==> src/rtl/exprom_ctrl_if.sv <==
// -----------------------------------------------------------------------------
// exprom_ctrl_if
// Bundles every signal of the expansion-ROM controller except clk/rst_n.
//
// Groups:
//   config   : cfg_wr, cfg_wdata, cfg_be -> cfg_rdata (BAR at config 0x30)
//   request  : req, req_addr, req_wr, req_wdata, req_be, prog_en
//              -> hit, busy, ack, rdata
//   rom      : rom_address, rom_enable, rom_wren, rom_dinp -> rom_dout
//              (synchronous 512x32 array owned by the master side)
//
// Modports:
//   master : the host/config side, which also owns the ROM array
//   slave  : the controller (exprom_ctrl)
// -----------------------------------------------------------------------------
interface exprom_ctrl_if;
   // Config-space BAR access
   logic        cfg_wr;
   logic [31:0] cfg_wdata;
   logic [3:0]  cfg_be;
   logic [31:0] cfg_rdata;

   // Memory transaction
   logic        req;
   logic [31:0] req_addr;
   logic        req_wr;
   logic [31:0] req_wdata;
   logic [3:0]  req_be;
   logic        prog_en;
   logic        hit;
   logic        busy;
   logic        ack;
   logic [31:0] rdata;

   // ROM array port
   logic [8:0]  rom_address;
   logic        rom_enable;
   logic        rom_wren;
   logic [31:0] rom_dinp;
   logic [31:0] rom_dout;

   modport master (
      output cfg_wr, cfg_wdata, cfg_be,
      input  cfg_rdata,
      output req, req_addr, req_wr, req_wdata, req_be, prog_en,
      input  hit, busy, ack, rdata,
      input  rom_address, rom_enable, rom_wren, rom_dinp,
      output rom_dout
   );

   modport slave (
      input  cfg_wr, cfg_wdata, cfg_be,
      output cfg_rdata,
      input  req, req_addr, req_wr, req_wdata, req_be, prog_en,
      output hit, busy, ack, rdata,
      output rom_address, rom_enable, rom_wren, rom_dinp,
      input  rom_dout
   );
endinterface : exprom_ctrl_if

==> src/rtl/exprom_ctrl.sv <==
// -----------------------------------------------------------------------------
// exprom_ctrl
// Expansion-ROM BAR decoder and access controller for a synchronous 512x32
// ROM/shadow array.
//
// Ports:
//   clk    : rising-edge clock for all state
//   rst_n  : asynchronous active-low reset
//   bus    : exprom_ctrl_if.slave
//            cfg_*      BAR write / readback ({bar[31:11], 10'b0, bar_en})
//            req_*      one-cycle transaction strobe + address/data/byte-enables
//            prog_en    allows writes into the array (sampled at acceptance)
//            hit        combinational BAR match of req_addr
//            busy/ack   registered status, ack is a one-cycle completion pulse
//            rdata      last read word, valid while ack=1, held otherwise
//            rom_*      registered array controls; rom_dout arrives the cycle
//                       after an enabled edge
//
// Transaction flows (E0 = accepting edge):
//   read          IDLE -> RD -> RD_CAP -> DONE(ack) -> IDLE
//   full write    IDLE -> WR -> DONE(ack) -> IDLE
//   partial write IDLE -> RMW_RD -> RMW_CAP -> WR -> DONE(ack) -> IDLE
//   no-op write   IDLE -> DONE -> DONE(ack) -> IDLE   (no array access)
// -----------------------------------------------------------------------------
module exprom_ctrl (
   input  logic         clk,
   input  logic         rst_n,
   exprom_ctrl_if.slave bus
);

   typedef enum logic [2:0] {
      ST_IDLE    = 3'd0,
      ST_RD      = 3'd1,
      ST_RD_CAP  = 3'd2,
      ST_RMW_RD  = 3'd3,
      ST_RMW_CAP = 3'd4,
      ST_WR      = 3'd5,
      ST_DONE    = 3'd6
   } state_e;

   // State and registered outputs
   state_e      state_q,       state_d;
   logic [31:11] bar_q,        bar_d;
   logic        bar_en_q,      bar_en_d;
   logic        ack_q,         ack_d;
   logic        busy_q,        busy_d;
   logic [31:0] rdata_q,       rdata_d;
   logic [8:0]  rom_address_q, rom_address_d;
   logic        rom_enable_q,  rom_enable_d;
   logic        rom_wren_q,    rom_wren_d;
   logic [31:0] rom_dinp_q,    rom_dinp_d;

   // Write payload captured at acceptance for the read-modify-write merge
   logic [3:0]  be_q,          be_d;
   logic [31:0] wdata_q,       wdata_d;

   logic        hit;
   logic        accept;
   logic [31:0] merged;

   // -------------------------------------------------------------------------
   // BAR decode: the only combinational outputs besides cfg_rdata
   // -------------------------------------------------------------------------
   assign hit    = bar_en_q && (bus.req_addr[31:11] == bar_q);
   assign accept = bus.req && !busy_q && hit;

   assign bus.hit       = hit;
   assign bus.cfg_rdata = {bar_q, 10'b0, bar_en_q};

   // Byte-lane merge: enabled lanes from the request, the rest from the array
   always_comb begin
      merged = bus.rom_dout;
      for (int i = 0; i < 4; i++) begin
         if (be_q[i]) merged[8*i +: 8] = wdata_q[8*i +: 8];
      end
   end

   // -------------------------------------------------------------------------
   // Next-state / next-output logic
   // -------------------------------------------------------------------------
   // NOTE: every signal assigned below gets a default first, so no path can
   // leave a variable unassigned and infer a latch.
   always_comb begin
      state_d       = state_q;
      bar_d         = bar_q;
      bar_en_d      = bar_en_q;
      rdata_d       = rdata_q;
      rom_address_d = rom_address_q;
      rom_dinp_d    = rom_dinp_q;
      be_d          = be_q;
      wdata_d       = wdata_q;
      ack_d         = 1'b0;
      rom_enable_d  = 1'b0;
      rom_wren_d    = 1'b0;

      // BAR writes land at the next edge independent of the FSM; an
      // in-flight transaction already holds its decoded word index.
      if (bus.cfg_wr) begin
         if (bus.cfg_be[3]) bar_d[31:24] = bus.cfg_wdata[31:24];
         if (bus.cfg_be[2]) bar_d[23:16] = bus.cfg_wdata[23:16];
         if (bus.cfg_be[1]) bar_d[15:11] = bus.cfg_wdata[15:11];
         if (bus.cfg_be[0]) bar_en_d     = bus.cfg_wdata[0];
      end

      unique case (state_q)
         ST_IDLE: begin
            if (accept) begin
               rom_address_d = bus.req_addr[10:2];
               be_d          = bus.req_be;
               wdata_d       = bus.req_wdata;
               if (!bus.req_wr) begin
                  state_d      = ST_RD;
                  rom_enable_d = 1'b1;
               end else if (bus.prog_en && (bus.req_be == 4'hF)) begin
                  state_d      = ST_WR;
                  rom_enable_d = 1'b1;
                  rom_wren_d   = 1'b1;
                  rom_dinp_d   = bus.req_wdata;
               end else if (bus.prog_en && (bus.req_be != 4'h0)) begin
                  state_d      = ST_RMW_RD;
                  rom_enable_d = 1'b1;
               end else begin
                  // Blocked or empty write: complete without touching the array
                  state_d = ST_DONE;
               end
            end
         end

         ST_RD:     state_d = ST_RD_CAP;

         ST_RD_CAP: begin
            rdata_d = bus.rom_dout;
            ack_d   = 1'b1;
            state_d = ST_DONE;
         end

         ST_RMW_RD: state_d = ST_RMW_CAP;

         ST_RMW_CAP: begin
            rom_dinp_d   = merged;
            rom_enable_d = 1'b1;
            rom_wren_d   = 1'b1;
            state_d      = ST_WR;
         end

         ST_WR: begin
            ack_d   = 1'b1;
            state_d = ST_DONE;
         end

         ST_DONE: begin
            // Normal paths enter DONE with ack already set and leave after one
            // cycle. The no-access write enters with ack low, so it spends one
            // extra cycle here to give the same ack latency as a full write.
            if (ack_q) begin
               state_d = ST_IDLE;
            end else begin
               ack_d = 1'b1;
            end
         end

         default:   state_d = ST_IDLE;
      endcase

      busy_d = (state_d != ST_IDLE);
   end

   // -------------------------------------------------------------------------
   // State registers
   // -------------------------------------------------------------------------
   // NOTE: sequential state uses non-blocking assignments so every register
   // samples pre-edge values regardless of statement order.
   always_ff @(posedge clk or negedge rst_n) begin
      if (!rst_n) begin
         state_q       <= ST_IDLE;
         bar_q         <= '0;
         bar_en_q      <= 1'b0;
         ack_q         <= 1'b0;
         busy_q        <= 1'b0;
         rdata_q       <= '0;
         rom_address_q <= '0;
         rom_enable_q  <= 1'b0;
         rom_wren_q    <= 1'b0;
         rom_dinp_q    <= '0;
         be_q          <= '0;
         wdata_q       <= '0;
      end else begin
         state_q       <= state_d;
         bar_q         <= bar_d;
         bar_en_q      <= bar_en_d;
         ack_q         <= ack_d;
         busy_q        <= busy_d;
         rdata_q       <= rdata_d;
         rom_address_q <= rom_address_d;
         rom_enable_q  <= rom_enable_d;
         rom_wren_q    <= rom_wren_d;
         rom_dinp_q    <= rom_dinp_d;
         be_q          <= be_d;
         wdata_q       <= wdata_d;
      end
   end

   assign bus.ack         = ack_q;
   assign bus.busy        = busy_q;
   assign bus.rdata       = rdata_q;
   assign bus.rom_address = rom_address_q;
   assign bus.rom_enable  = rom_enable_q;
   assign bus.rom_wren    = rom_wren_q;
   assign bus.rom_dinp    = rom_dinp_q;

endmodule : exprom_ctrl

==> src/flat_wrapper.sv <==
// flat-port wrapper written by rule: the top's interface ports become plain ports
module exprom_ctrl_flat 
  (clk, rst_n, bus_cfg_wr, bus_cfg_wdata, bus_cfg_be, bus_cfg_rdata, bus_req, bus_req_addr, bus_req_wr, bus_req_wdata, bus_req_be, bus_prog_en, bus_hit, bus_busy, bus_ack, bus_rdata, bus_rom_address, bus_rom_enable, bus_rom_wren, bus_rom_dinp, bus_rom_dout);
  exprom_ctrl_if bus_i ();
  input  logic clk;
  input  logic rst_n;
  input wire logic [$bits(bus_i.cfg_wr)-1:0] bus_cfg_wr;
  input wire logic [$bits(bus_i.cfg_wdata)-1:0] bus_cfg_wdata;
  input wire logic [$bits(bus_i.cfg_be)-1:0] bus_cfg_be;
  output wire logic [$bits(bus_i.cfg_rdata)-1:0] bus_cfg_rdata;
  input wire logic [$bits(bus_i.req)-1:0] bus_req;
  input wire logic [$bits(bus_i.req_addr)-1:0] bus_req_addr;
  input wire logic [$bits(bus_i.req_wr)-1:0] bus_req_wr;
  input wire logic [$bits(bus_i.req_wdata)-1:0] bus_req_wdata;
  input wire logic [$bits(bus_i.req_be)-1:0] bus_req_be;
  input wire logic [$bits(bus_i.prog_en)-1:0] bus_prog_en;
  output wire logic [$bits(bus_i.hit)-1:0] bus_hit;
  output wire logic [$bits(bus_i.busy)-1:0] bus_busy;
  output wire logic [$bits(bus_i.ack)-1:0] bus_ack;
  output wire logic [$bits(bus_i.rdata)-1:0] bus_rdata;
  output wire logic [$bits(bus_i.rom_address)-1:0] bus_rom_address;
  output wire logic [$bits(bus_i.rom_enable)-1:0] bus_rom_enable;
  output wire logic [$bits(bus_i.rom_wren)-1:0] bus_rom_wren;
  output wire logic [$bits(bus_i.rom_dinp)-1:0] bus_rom_dinp;
  input wire logic [$bits(bus_i.rom_dout)-1:0] bus_rom_dout;
  assign bus_i.cfg_wr = bus_cfg_wr;
  assign bus_i.cfg_wdata = bus_cfg_wdata;
  assign bus_i.cfg_be = bus_cfg_be;
  assign bus_cfg_rdata = bus_i.cfg_rdata;
  assign bus_i.req = bus_req;
  assign bus_i.req_addr = bus_req_addr;
  assign bus_i.req_wr = bus_req_wr;
  assign bus_i.req_wdata = bus_req_wdata;
  assign bus_i.req_be = bus_req_be;
  assign bus_i.prog_en = bus_prog_en;
  assign bus_hit = bus_i.hit;
  assign bus_busy = bus_i.busy;
  assign bus_ack = bus_i.ack;
  assign bus_rdata = bus_i.rdata;
  assign bus_rom_address = bus_i.rom_address;
  assign bus_rom_enable = bus_i.rom_enable;
  assign bus_rom_wren = bus_i.rom_wren;
  assign bus_rom_dinp = bus_i.rom_dinp;
  assign bus_i.rom_dout = bus_rom_dout;
  exprom_ctrl u_core (.clk(clk), .rst_n(rst_n), .bus(bus_i));
endmodule
==> config.mk <==
export PLATFORM = sky130hd
export DESIGN_NAME = exprom_ctrl_flat
export DESIGN_NICKNAME = d
export VERILOG_FILES = /design/src/rtl/exprom_ctrl_if.sv /design/src/rtl/exprom_ctrl.sv /design/src/flat_wrapper.sv
export SDC_FILE = /design/constraint.sdc
export NUM_CORES = 1
export LEC_CHECK = 0
export ABC_AREA = 1
export CORE_ASPECT_RATIO = 1.2
export CORE_MARGIN = 5
export CORE_UTILIZATION = 45
export CTS_BUF_LIST = sky130_fd_sc_hd__clkbuf_16
export DETAILED_ROUTE_END_ITERATION = 10
export PLACE_DENSITY_LB_ADDON = 0.15
export SYNTH_ARGS = -nofsm -noshare
export SYNTH_HDL_FRONTEND = slang
export SYNTH_SLANG_ARGS = --single-unit
==> constraint.sdc <==
create_clock -name clk -period 2.05 [get_ports clk]
set_clock_uncertainty 0.1 [all_clocks]
set_input_delay 0.205 -clock clk [delete_from_list [all_inputs] [get_ports clk]]
set_output_delay 0.205 -clock clk [all_outputs]
set_load 0.03 [all_outputs]
==> results of run 1 <==
==> per-layer routing <==
layer,vias to the layer above,track usage,part of all wire
li1,3179,-,-
met1,2864,0.2725,0.42
met2,193,0.3615,0.47
met3,39,0.07647,0.076
met4,0,0.08592,0.032
met5,-,0,0
==> logic make-up after synthesis <==
kind of cell           Yosys count  synth area share
AO/OA/AOI/OAI                  170            0.1288
XOR/XNOR                         1          0.001320
buffers and inverters          175            0.1105
flip-flops                     138            0.5206
multiplexers                     5          0.008487
other                            1         0.0005653
AND/OR/NAND/NOR                383            0.2297
==> where the power goes <==
part / internal (W) / switching (W) / total [W]
registers: 0.00349 / 0.000410 / 0.00390
logic: 0.00220 / 0.00334 / 0.00555
clock network: 0.00174 / 0.00113 / 0.00287
==> cells in the mapped netlist (2+ instances only) <==
| library cell | number |
|---|---|
| buf_2 | 7 |
| mux2_2 | 5 |
| nor2_1 | 50 |
| and3_1 | 2 |
| a21oi_1 | 18 |
| nor3b_1 | 2 |
| nand2_1 | 282 |
| o21ai_0 | 140 |
| nand4_1 | 7 |
| inv_1 | 125 |
| dfrtp_1 | 138 |
| o21ai_1 | 10 |
| clkbuf_1 | 21 |
| buf_1 | 3 |
| nor3_1 | 5 |
| nand3_1 | 34 |
| buf_4 | 18 |
==> sequential cells by signal, indices dropped and copies added, names as in the netlist, 3 cells and up <==
| name | count |
|---|---|
| u_core.bus.rdata | 32 |
| u_core.bus.rom_dinp | 32 |
| u_core.wdata_q | 32 |
| u_core.bar_q | 21 |
| u_core.bus.rom_address | 9 |
| u_core.be_q | 4 |
| u_core.state_q | 3 |
==> worst paths after layout <==
path	endpoint	cells past startpoint	startpoint
setup reg to reg	u_core.wdata_q[30]	11	u_core.bar_q[21]
max in group asynchronous	u_core.bus.busy	3	rst_n
hold reg to reg	u_core.bus.rdata[26]	2	u_core.bus.rdata[26]
setup / recovery	bus_hit	9	u_core.bar_q[21]
hold / removal	u_core.bar_q[18]	2	rst_n
min in group clk	u_core.bus.rom_address[1]	3	bus_req_addr[3]
==> critical path, stage by stage (launching register included) <==
cell	delay (ns)
dfrtp_1	0.41
nor2_2	0.15
nor2_4	0.05
nor2_2	0.08
nand2_1	0.06
nor2_1	0.10
nand2_1	0.10
nor2_4	0.13
buf_6	0.11
buf_6	0.13
==> through the flow <==
step	utilization	power, W	area, µm²	std cells	TNS, ns
after detailed placement	0.6363	0.009502	9171	1262	-4.702
after global routing	0.6806	0.01311	9809	1297	-1.709
after floorplan	-	0.007080	6668	882	0
after global placement	0.6363	0.009396	9171	1262	-3.203
after CTS	0.6747	0.01240	9726	1293	0
final	0.6806	0.01232	9809	1297	-0.003873
==> layout make-up <==
class / count / area [µm²] / area share
clock buffers: 17 / 425.4 / 0.04337
clock inverters: 13 / 115.1 / 0.01173
inverters: 126 / 473.0 / 0.04821
multi-input cells: 569 / 2516 / 0.2565
flip-flops and latches: 138 / 3455 / 0.3522
well taps: 175 / 219.0 / 0.02232
repair buffers: 259 / 2606 / 0.2657
==> timing repair <==
| action | CTS | global route |
|---|---|---|
| endpoints found under the setup margin | 1 | 29 |
| gates cloned | 0 | 1 |
| setup buffers | 0 | 3 |
| hold buffers | 1 | 0 |
| hold endpoints to repair | 45 | 0 |
| gates resized for setup | 1 | 17 |
| pin swaps | 0 | 11 |
==> summary.md, run 1 <==
| Metric | Value |
|---|---|
| Status | finished with violations |
| Failing checks | setup timing |
| Worst-case clock buffer depth | 2 |
| Most used DFF post-synth | dfrtp_1 |
| Commonest non-fill, non-tap cell in the layout | nand2_1 |
| Num rows | 48 |
| Top-area cell type share of the netlist area | 0.5206 |
| Largest net degree at the start of global routing | 50 |
| Hold Vio Cnt, Final | 0 |
| Placed wire-length estimate | 13930 µm |
| Final #Nets | 1253 |
| DRC Markers | 0 |
| Initial drt markers | 349 |
| Chip Width | 120.8 µm |
| Initial antenna violation count | 0 |
| CTS tree | yes |
| Ratio of cells with drive above 1 in the final layout | 0.07041 |
| Fmax | 0.4869 GHz |
| First-pass GRT wire length | 30230 µm |
| MaxCap Viol Count | 0 |
| Commonest non-fill, non-tap cells in the layout | 276 x nand2_1, 227 x clkdlybuf4s50_1, 139 x o21ai_0 |
| PortBufs | 229 |
| Setup ws final | -0.003873 ns |
| Die ar. | 17280 µm² |
| Minimum clock period | 2.054 ns |
| Vias/cell | 4.838 |
| Yosys reg bits | 138 |
| Wire per inst | 14.77 µm |
| Netlist Area Pre-Place | 6634 µm² |
| R2R Setup Slk | 0.07 ns |
| CTS buffer count | 17 |
| Clk sinks | 138 |
| Grt total ovfl | 0 |
| Total Wirelength | 19160 µm |
| ANT nets after route | 0 |
| Data arrival, critical path | 1.75 ns |
| Worst hold slack | 0.2005 ns |
| Worst slack, placed | -0.1404 ns |
| N_diodes | 0 |
| Tightest Hold Check Type | in2async |
| Ys async rst share | 1.000 |
| Reg clk slew, reported paths | 0.06 ns |
| P_leak | 4.871 nW |
| CP Class | reg2out |
| Worst slew margin | 0.6589 |
| Clock H-tree levels | 4 |
| Yosys warning total | 0 |
| Largest area contributor in the netlist | dfrtp_1 |
| Cells after synthesis | 873 |
| GRT Total Usage | 0.2220 |
| Number of global-route vias before repair | 6061 |
| Post-synth EDFFs | 0 |
| Core Area | 14410 µm² |
| Via Count | 6275 |
| RSZ-0062 raised after global routing | true |
| Top-Level Pins | 252 |
| Final setup viols | 1 |
| Starting Density | 0.4602 |
| Area Growth Syn to Fin | 47.87% |
| CP Data Required Time | 1.75 ns |
| Pins over their slew limit | 0 |
| Critical path startpoint category | flop |
| Final clock period utilization by the worst path | 1.002 |
| VDD IR max | 705.2 µV |
| Avg Inst Size Synth | 7.599 µm² |
| CP Capture Type | output pin |
| Fillers | 1227 |
| Worst-margin pin slew | 0.5110 ns |
| Worst-path maximum fanout | 4 |
| Synth area leaders | dfrtp_1 52%, nand2_1 16%, o21ai_0 11%, inv_1 7.1%, nor2_1 2.8% |
| RePlAce Congestion | 0.8748 |
| Pwr dens | 1256 nW/µm² |
| Clock Latency Late Sink | 0.41 ns |
| First-pass DRT Iterations | 5 |
| Post-synthesis cell type count | 23 |
| Clock root cell | clkbuf_16 |
| Sequential share of the synthesized area | 0.5206 |
| Die height | 143.0 µm |
Power figures use the tool's default switching activity.
==> inputs of run 2 (changes only) <==
--- a/config.mk
+++ b/config.mk
@@ -8,10 +8,11 @@
 export ABC_AREA = 1
 export CORE_ASPECT_RATIO = 1.2
 export CORE_MARGIN = 5
-export CORE_UTILIZATION = 45
-export CTS_BUF_LIST = sky130_fd_sc_hd__clkbuf_16
+export CORE_UTILIZATION = 46
+export CTS_BUF_LIST = sky130_fd_sc_hd__clkbuf_8
 export DETAILED_ROUTE_END_ITERATION = 10
 export PLACE_DENSITY_LB_ADDON = 0.15
+export SLEW_MARGIN = 5
 export SYNTH_ARGS = -nofsm -noshare
 export SYNTH_HDL_FRONTEND = slang
 export SYNTH_SLANG_ARGS = --single-unit
==> summary.md, run 2 (synthesis results as in run 1) <==
| Metric | Value |
|---|---|
| Worst path max stage delay | 0.39 ns (-0.02 ns) |
| Status | complete, no violations |
| Worst slew margin | 0.6595 (about the same) |
| Number of global-route vias before repair | 6084 (+0.38%) |
| First-pass GRT wire length | 29800 µm (-1.4%) |
| Final setup viols | 0 (-1) |
| CTS buffer count | 17 (unchanged) |
| Pins over their slew limit | 0 (unchanged) |
| FF+latch area | 3453 µm² (about the same) |
| Data arrival, critical path | 1.72 ns (-0.03 ns) |
| ANT nets after route | 0 (unchanged) |
| MaxCap Viol Count | 0 (unchanged) |
| Fmax | 0.4937 GHz (+1.4%) |
| Critical path launch point | u_core.bar_q[13] |
| Chip Width | 119.6 µm (-1.0%) |
| Minimum clock period | 2.026 ns (-0.02833 ns) |
| Final clock period utilization by the worst path | 0.9881 (-0.01382) |
| Clock H-tree levels | 4 (unchanged) |
| CP Class | reg2out |
| Crit Reg-Reg Endpoint | u_core.wdata_q[19] |
| CP cell instances | inv_1 -> nand2_1 -> nand2_2 -> nor2_1 -> nand2_1 -> nor2_2 -> nand2_2 -> nor2_4 -> buf_6 |
| Multi-input logic area | 2517 µm² (about the same) |
| Commonest non-fill, non-tap cells in the layout | 275 x nand2_1, 227 x clkdlybuf4s50_1, 138 x dfrtp_1 |
| Starting Density | 0.4641 (+0.003868) |
| CP Capture Type | output pin |
| VDD IR max | 716.6 µV (+1.6%) |
| Final core utilization | 0.6939 (+0.01333) |
| Grt total ovfl | 0 (unchanged) |
| Die ar. | 16930 µm² (-2.0%) |
| Wire per inst | 14.99 µm (+1.5%) |
| Flop pwr share | 0.326 (+0.009) |
| Clock power frac | 0.209 (-0.024) |
| Internal power | 0.007180 W (-3.5%) |
| PortBufs | 229 (unchanged) |
| Reg2Reg Launch Point | u_core.bar_q[13] |
| Largest net degree at the start of global routing | 59 (+18%) |
| Clock root cell | clkbuf_8 |
| Hold Vio Cnt, Final | 0 (unchanged) |
| Fillers | 1231 (+0.33%) |
| Area Growth Syn to Fin | 49.51% |
| Die height | 141.6 µm (-1.0%) |
| Sw Share | 0.4022 (+0.005994) |
| Clock Latency Late Sink | 0.44 ns (+0.03 ns) |
| Sw power | 0.004830 W (-1.0%) |
| Slowest cell on crit path | dfrtp_1 |
| Tightest Hold Check Type | in2async |
| RSZ-0062 raised after global routing | true |
| Setup TNS | 0 ns (+0.003873 ns) |
| Combinational share of power | 0.465 (+0.015) |
| Pwr dens | 1211 nW/µm² (-3.6%) |
| Worst r2r path cells | 13 (+2) |
| Clk sinks | 138 (unchanged) |
| DRC Markers | 0 (unchanged) |
| CTS tree | yes |
| RePlAce Congestion | 0.8415 (-3.8%) |
| Initial antenna violation count | 1 (+1) |
| Worst-margin pin slew | 0.5095 ns (-0.001581 ns) |
| Worst-case clock buffer depth | 2 (unchanged) |
| End of the critical path | bus_hit |
| First-pass DRT Iterations | 7 (+2) |
| Via Count | 6293 (+0.29%) |
| Worst-path maximum fanout | 5 (+1) |
| Ratio of cells with drive above 1 in the final layout | 0.07801 (+0.007604) |
| Top-Level Pins | 252 (unchanged) |
| Initial drt markers | 383 (+9.7%) |
| Core Area | 14290 µm² (-0.83%) |
| Vias/cell | 4.826 (-0.25%) |
| Reg clk slew, reported paths | 0.08 ns (+0.02 ns) |
| R2R Setup Slk | 0.03 ns (-0.04 ns) |
| Num rows | 48 (unchanged) |
| Total Wirelength | 19550 µm (+2.0%) |
| Commonest non-fill, non-tap cell in the layout | nand2_1 |
| CP Data Required Time | 1.75 ns (about the same) |
| P_leak | 4.895 nW (+0.48%) |
| Placed wire-length estimate | 13690 µm (-1.7%) |
| Critical path startpoint category | flop |
| GRT Total Usage | 0.2202 (-0.001750) |
| Final #Nets | 1257 (+0.32%) |
-- run 2: cell types whose count changed in the layout (fill, tap and decap cells not counted), moves of 2 or more --
cell       before  now
o21ai_1        10   13
bufinv_16       2    4
buf_4          22   13
clkinv_1        2    0
buf_6           3    6
clkbuf_16      18    6
clkbuf_8        0   21
clkinv_2        4    2
o21ai_0       139  136
buf_12          5   10
-- run 2: repair_timing --
| item | in CTS | in global routing |
|---|---|---|
| endpoints found under the setup margin | 1 | 46 |
| gates resized for setup | 2 | 18 |
| pin swaps | 3 | 10 |
| hold endpoints to repair | 138 | 0 |
| hold buffers | 1 | 0 |
| buffers inserted | 0 | 5 |
| gates cloned | 0 | 9 |
-- run 2: worst min-delay path by stage --
stage | startpoint | endpoint | cells after the start
2_1_floorplan | rst_n | u_core.bar_en_q | 0
3_3_place_gp | rst_n | u_core.bar_q[13] | 1
3_5_place_dp | rst_n | u_core.bar_q[13] | 1
4_1_cts | rst_n | u_core.bar_q[13] | 2
5_1_grt | rst_n | u_core.bar_q[13] | 2
6_report | rst_n | u_core.bar_q[13] | 2
-- run 2: final cells by class --
class | count | area share
clock buffers | 21 | 0.02914
well taps | 175 | 0.02208
multi-input cells | 569 | 0.2538
inverters | 126 | 0.04769
repair buffers | 263 | 0.2821
flip-flops and latches | 138 | 0.3482
diodes | 1 | 0.0002523
clock inverters | 11 | 0.01678
-- run 2: critical path: cells and delay by family, from the launching register on --
family | cells | cell delay [ns]
AND/OR/NAND/NOR | 7 | 0.66
flip-flops | 1 | 0.39
buffers and inverters | 2 | 0.23
-- run 2: per-stage QoR --
stage | hold slack, ns | power, W | setup slack (ns) | std cells | instance area, µm²
global route | 0.09834 | 0.01275 | -0.1302 | 1304 | 9918
global placement | 0.003074 | 0.009452 | -0.1357 | 1257 | 9184
detailed placement | 0.004453 | 0.009560 | -0.1639 | 1257 | 9184
finish | 0.1045 | 0.01201 | 0.02446 | 1304 | 9918
floorplan | -0.1906 | 0.007080 | 0.01445 | 882 | 6668
CTS | 0.08840 | 0.01210 | -0.008034 | 1289 | 9646
-- run 2: metal layers --
| metal | GRT usage | wire, µm |
|---|---|---|
| met5 | 0 | 0 |
| met4 | 0.06333 | 325 |
| met3 | 0.06499 | 1210 |
| met2 | 0.3845 | 9888 |
| met1 | 0.2649 | 8124 |
-- run 2: power groups by stage --
stage	clock network, W	registers [W]	logic, W
3_3_place_gp	0	0.00393	0.00552
6_report	0.00250	0.00392	0.00559
4_1_cts	0.00257	0.00391	0.00562
2_1_floorplan	0	0.00533	0.00175
3_5_place_dp	0	0.00395	0.00561
5_1_grt	0.00267	0.00402	0.00606
==> edit: new RTL, config.mk and constraints of run 1 <==
Reset style: synchronous (`rst_n`), changed in one clocked block. Comments in the files are not updated.
--- a/src/rtl/exprom_ctrl.sv
+++ b/src/rtl/exprom_ctrl.sv
@@ -171,5 +171,5 @@
    // NOTE: sequential state uses non-blocking assignments so every register
    // samples pre-edge values regardless of statement order.
-   always_ff @(posedge clk or negedge rst_n) begin
+   always_ff @(posedge clk) begin
       if (!rst_n) begin
          state_q       <= ST_IDLE;
Function: differs if rst_n is asserted again (counterexample within 4 cycles, from zero or initial values and one cycle with rst_n low); with rst_n held inactive, the same outputs for 4 cycles.
==> edit against run 1 <==
Cell area is 0.88% lower. Setup slack improved by 80 ps. Synthesized cell count grew 4.2%. Wire length rose by 4.1%. First-iteration DRC count increased by 8.9%. Area after synthesis shrank 4.9%. Sequential share of layout area decreased by 6.6 points. Critical path type is now register to register. Sequential cell count is the same. Global-route usage grew 0.80 points. Critical path depth grew 5.
Power is not compared: it rests on default switching activity, and its combinational part moved more than twofold at a synthesized area within 25%.
==> edit: results (changes against run 1) <==
| Metric | Value |
|---|---|
| Final setup viols | `0 (was 1)` |
| Commonest cells post-synth | `224 x nand2_1, 165 x nor2_1, 138 x dfxtp_1 (was 282 x nand2_1, 140 x o21ai_0, 138 x dfrtp_1)` |
| Crit Reg-Reg Startpoint | `u_core.bar_q[18] (was u_core.bar_q[21])` |
| FILL cells | `1194 (was 1227)` |
| Final nets | `1294 (was 1253)` |
| Yosys cell types | `32 (was 23)` |
| Slowest CP cell | `dfxtp_2 (was dfrtp_1)` |
| Layout cells sized above 1 | `0.124 (was 0.0704)` |
| CTS max path bufs | `2 (unchanged)` |
| First-pass GRT wire length | `31300 um (was 30200 um)` |
| Critical Path Source Type | `register (unchanged)` |
| Gpl congestion | `0.863 (was 0.875)` |
| DRT Pass-1 Iters | `5 (unchanged)` |
| Worst path max stage delay | `330 ps (was 410 ps)` |
| Post-DP HPWL | `14500 um (was 13900 um)` |
| Top_reg_cell synth | `dfxtp_1 (was dfrtp_1)` |
| Largest net degree at the start of global routing | `43 (was 50)` |
| Worst Hold Class | `input port to register (was input port to async pin)` |
| Peak VDD IR | `~0.49 mV` |
| Worst Path Max Fanout | `8 (was 4)` |
| Run status | `finished clean (was finished, violations left)` |
| Drt initial violations | `380 (was 349)` |
| Avg Cell Area, Syn | `6.93 um2 (was 7.60 um2)` |
| Overall Global Routing Usage | `0.230 (was 0.222)` |
| Vias in the first global route | `6277 (was 6061)` |
| DR WL/cell | `14.9 um (was 14.8 um)` |
| Routed wire length | `20000 um (was 19200 um)` |
| Via count | `6638 (was 6275)` |
| Post-synth ARST share | `0 (was 1.00)` |
| Seq/Total Area, Yosys | `0.438 (was 0.521)` |
| Placed cell areas | `8860 um2 (was 9170 um2)` |
| Area contributors post-synth | `dfxtp_1 44%, nand2_1 13%, nor2_1 9.8% (was dfrtp_1 52%, nand2_1 16%, o21ai_0 11%)` |
edit: what timing repair did:
item                       in CTS  in global routing
pin swaps                       4                 16
setup endpoints to repair       1                 68
gates resized for setup        12                 44
gates cloned                    0                  5
buffers inserted                4                  2
hold buffers                    0                  0
edit: path summary, 6_finish.rpt:
check | depth (start not counted) | end
hold / removal | 3 | u_core.bus.rom_dinp[5]
setup reg to reg | 14 | u_core.bus.rom_dinp[15]
hold reg to reg | 2 | u_core.wdata_q[7]
setup / recovery | 14 | u_core.bus.rom_dinp[15]
edit: logic make-up after synthesis:
family                 count (synthesis)  synth area share
AND/OR/NAND/NOR                      442             0.280
multiplexers                          25            0.0412
other                                  1          0.000594
buffers and inverters                123            0.0930
AO/OA/AOI/OAI                        178             0.143
XOR/XNOR                               3           0.00416
flip-flops                           138             0.438
edit: worst reg2reg max path: cells and delay by family (launching register included):
kind	cells	cell delay, ps
flops	1	330
compound gates	1	80
buf+inv	4	490
simple gates	9	870
edit: stage by stage:
step,util,hold slack (ps),worst slack [ps],setup TNS [ps]
3_5_place_dp,0.644,345,-207,-11160
6_report,0.707,81.9,76.2,0
5_1_grt,0.707,84.2,-47.8,-697
4_1_cts,0.688,64.5,23.9,0
3_3_place_gp,0.644,335,-209,-11290
2_1_floorplan,-,251,45.2,0
edit: routing by layer:
metal / track usage / wire length [um] / vias up
met5: 0 / 0 / -
met4: 0.0749 / 395 / 0
met3: 0.0743 / 1330 / 32
met2: 0.385 / 9740 / 224
met1: 0.279 / 8480 / 2996
li1: - / - / 3386
edit: area by class of cell:
cell class | instances | area [um2] | share of cell area
Clock inverter | 15 | 136 | 0.0140
Clock buffer | 17 | 425 | 0.0438
Inverter | 62 | 233 | 0.0239
Sequential cell | 138 | 2780 | 0.286
Multi-Input combinational cell | 658 | 3100 | 0.319
Timing Repair Buffer | 275 | 2830 | 0.291
Tap cell | 171 | 214 | 0.0220
edit: power groups by stage:
stage,logic [mW],clock network [mW],registers [mW]
finish,0.756,2.92,2.74
global route,0.822,3.09,2.74
CTS,0.743,2.97,2.74
detailed placement,0.729,0,2.80
global placement,0.725,0,2.80
floorplan,0.280,0,2.85
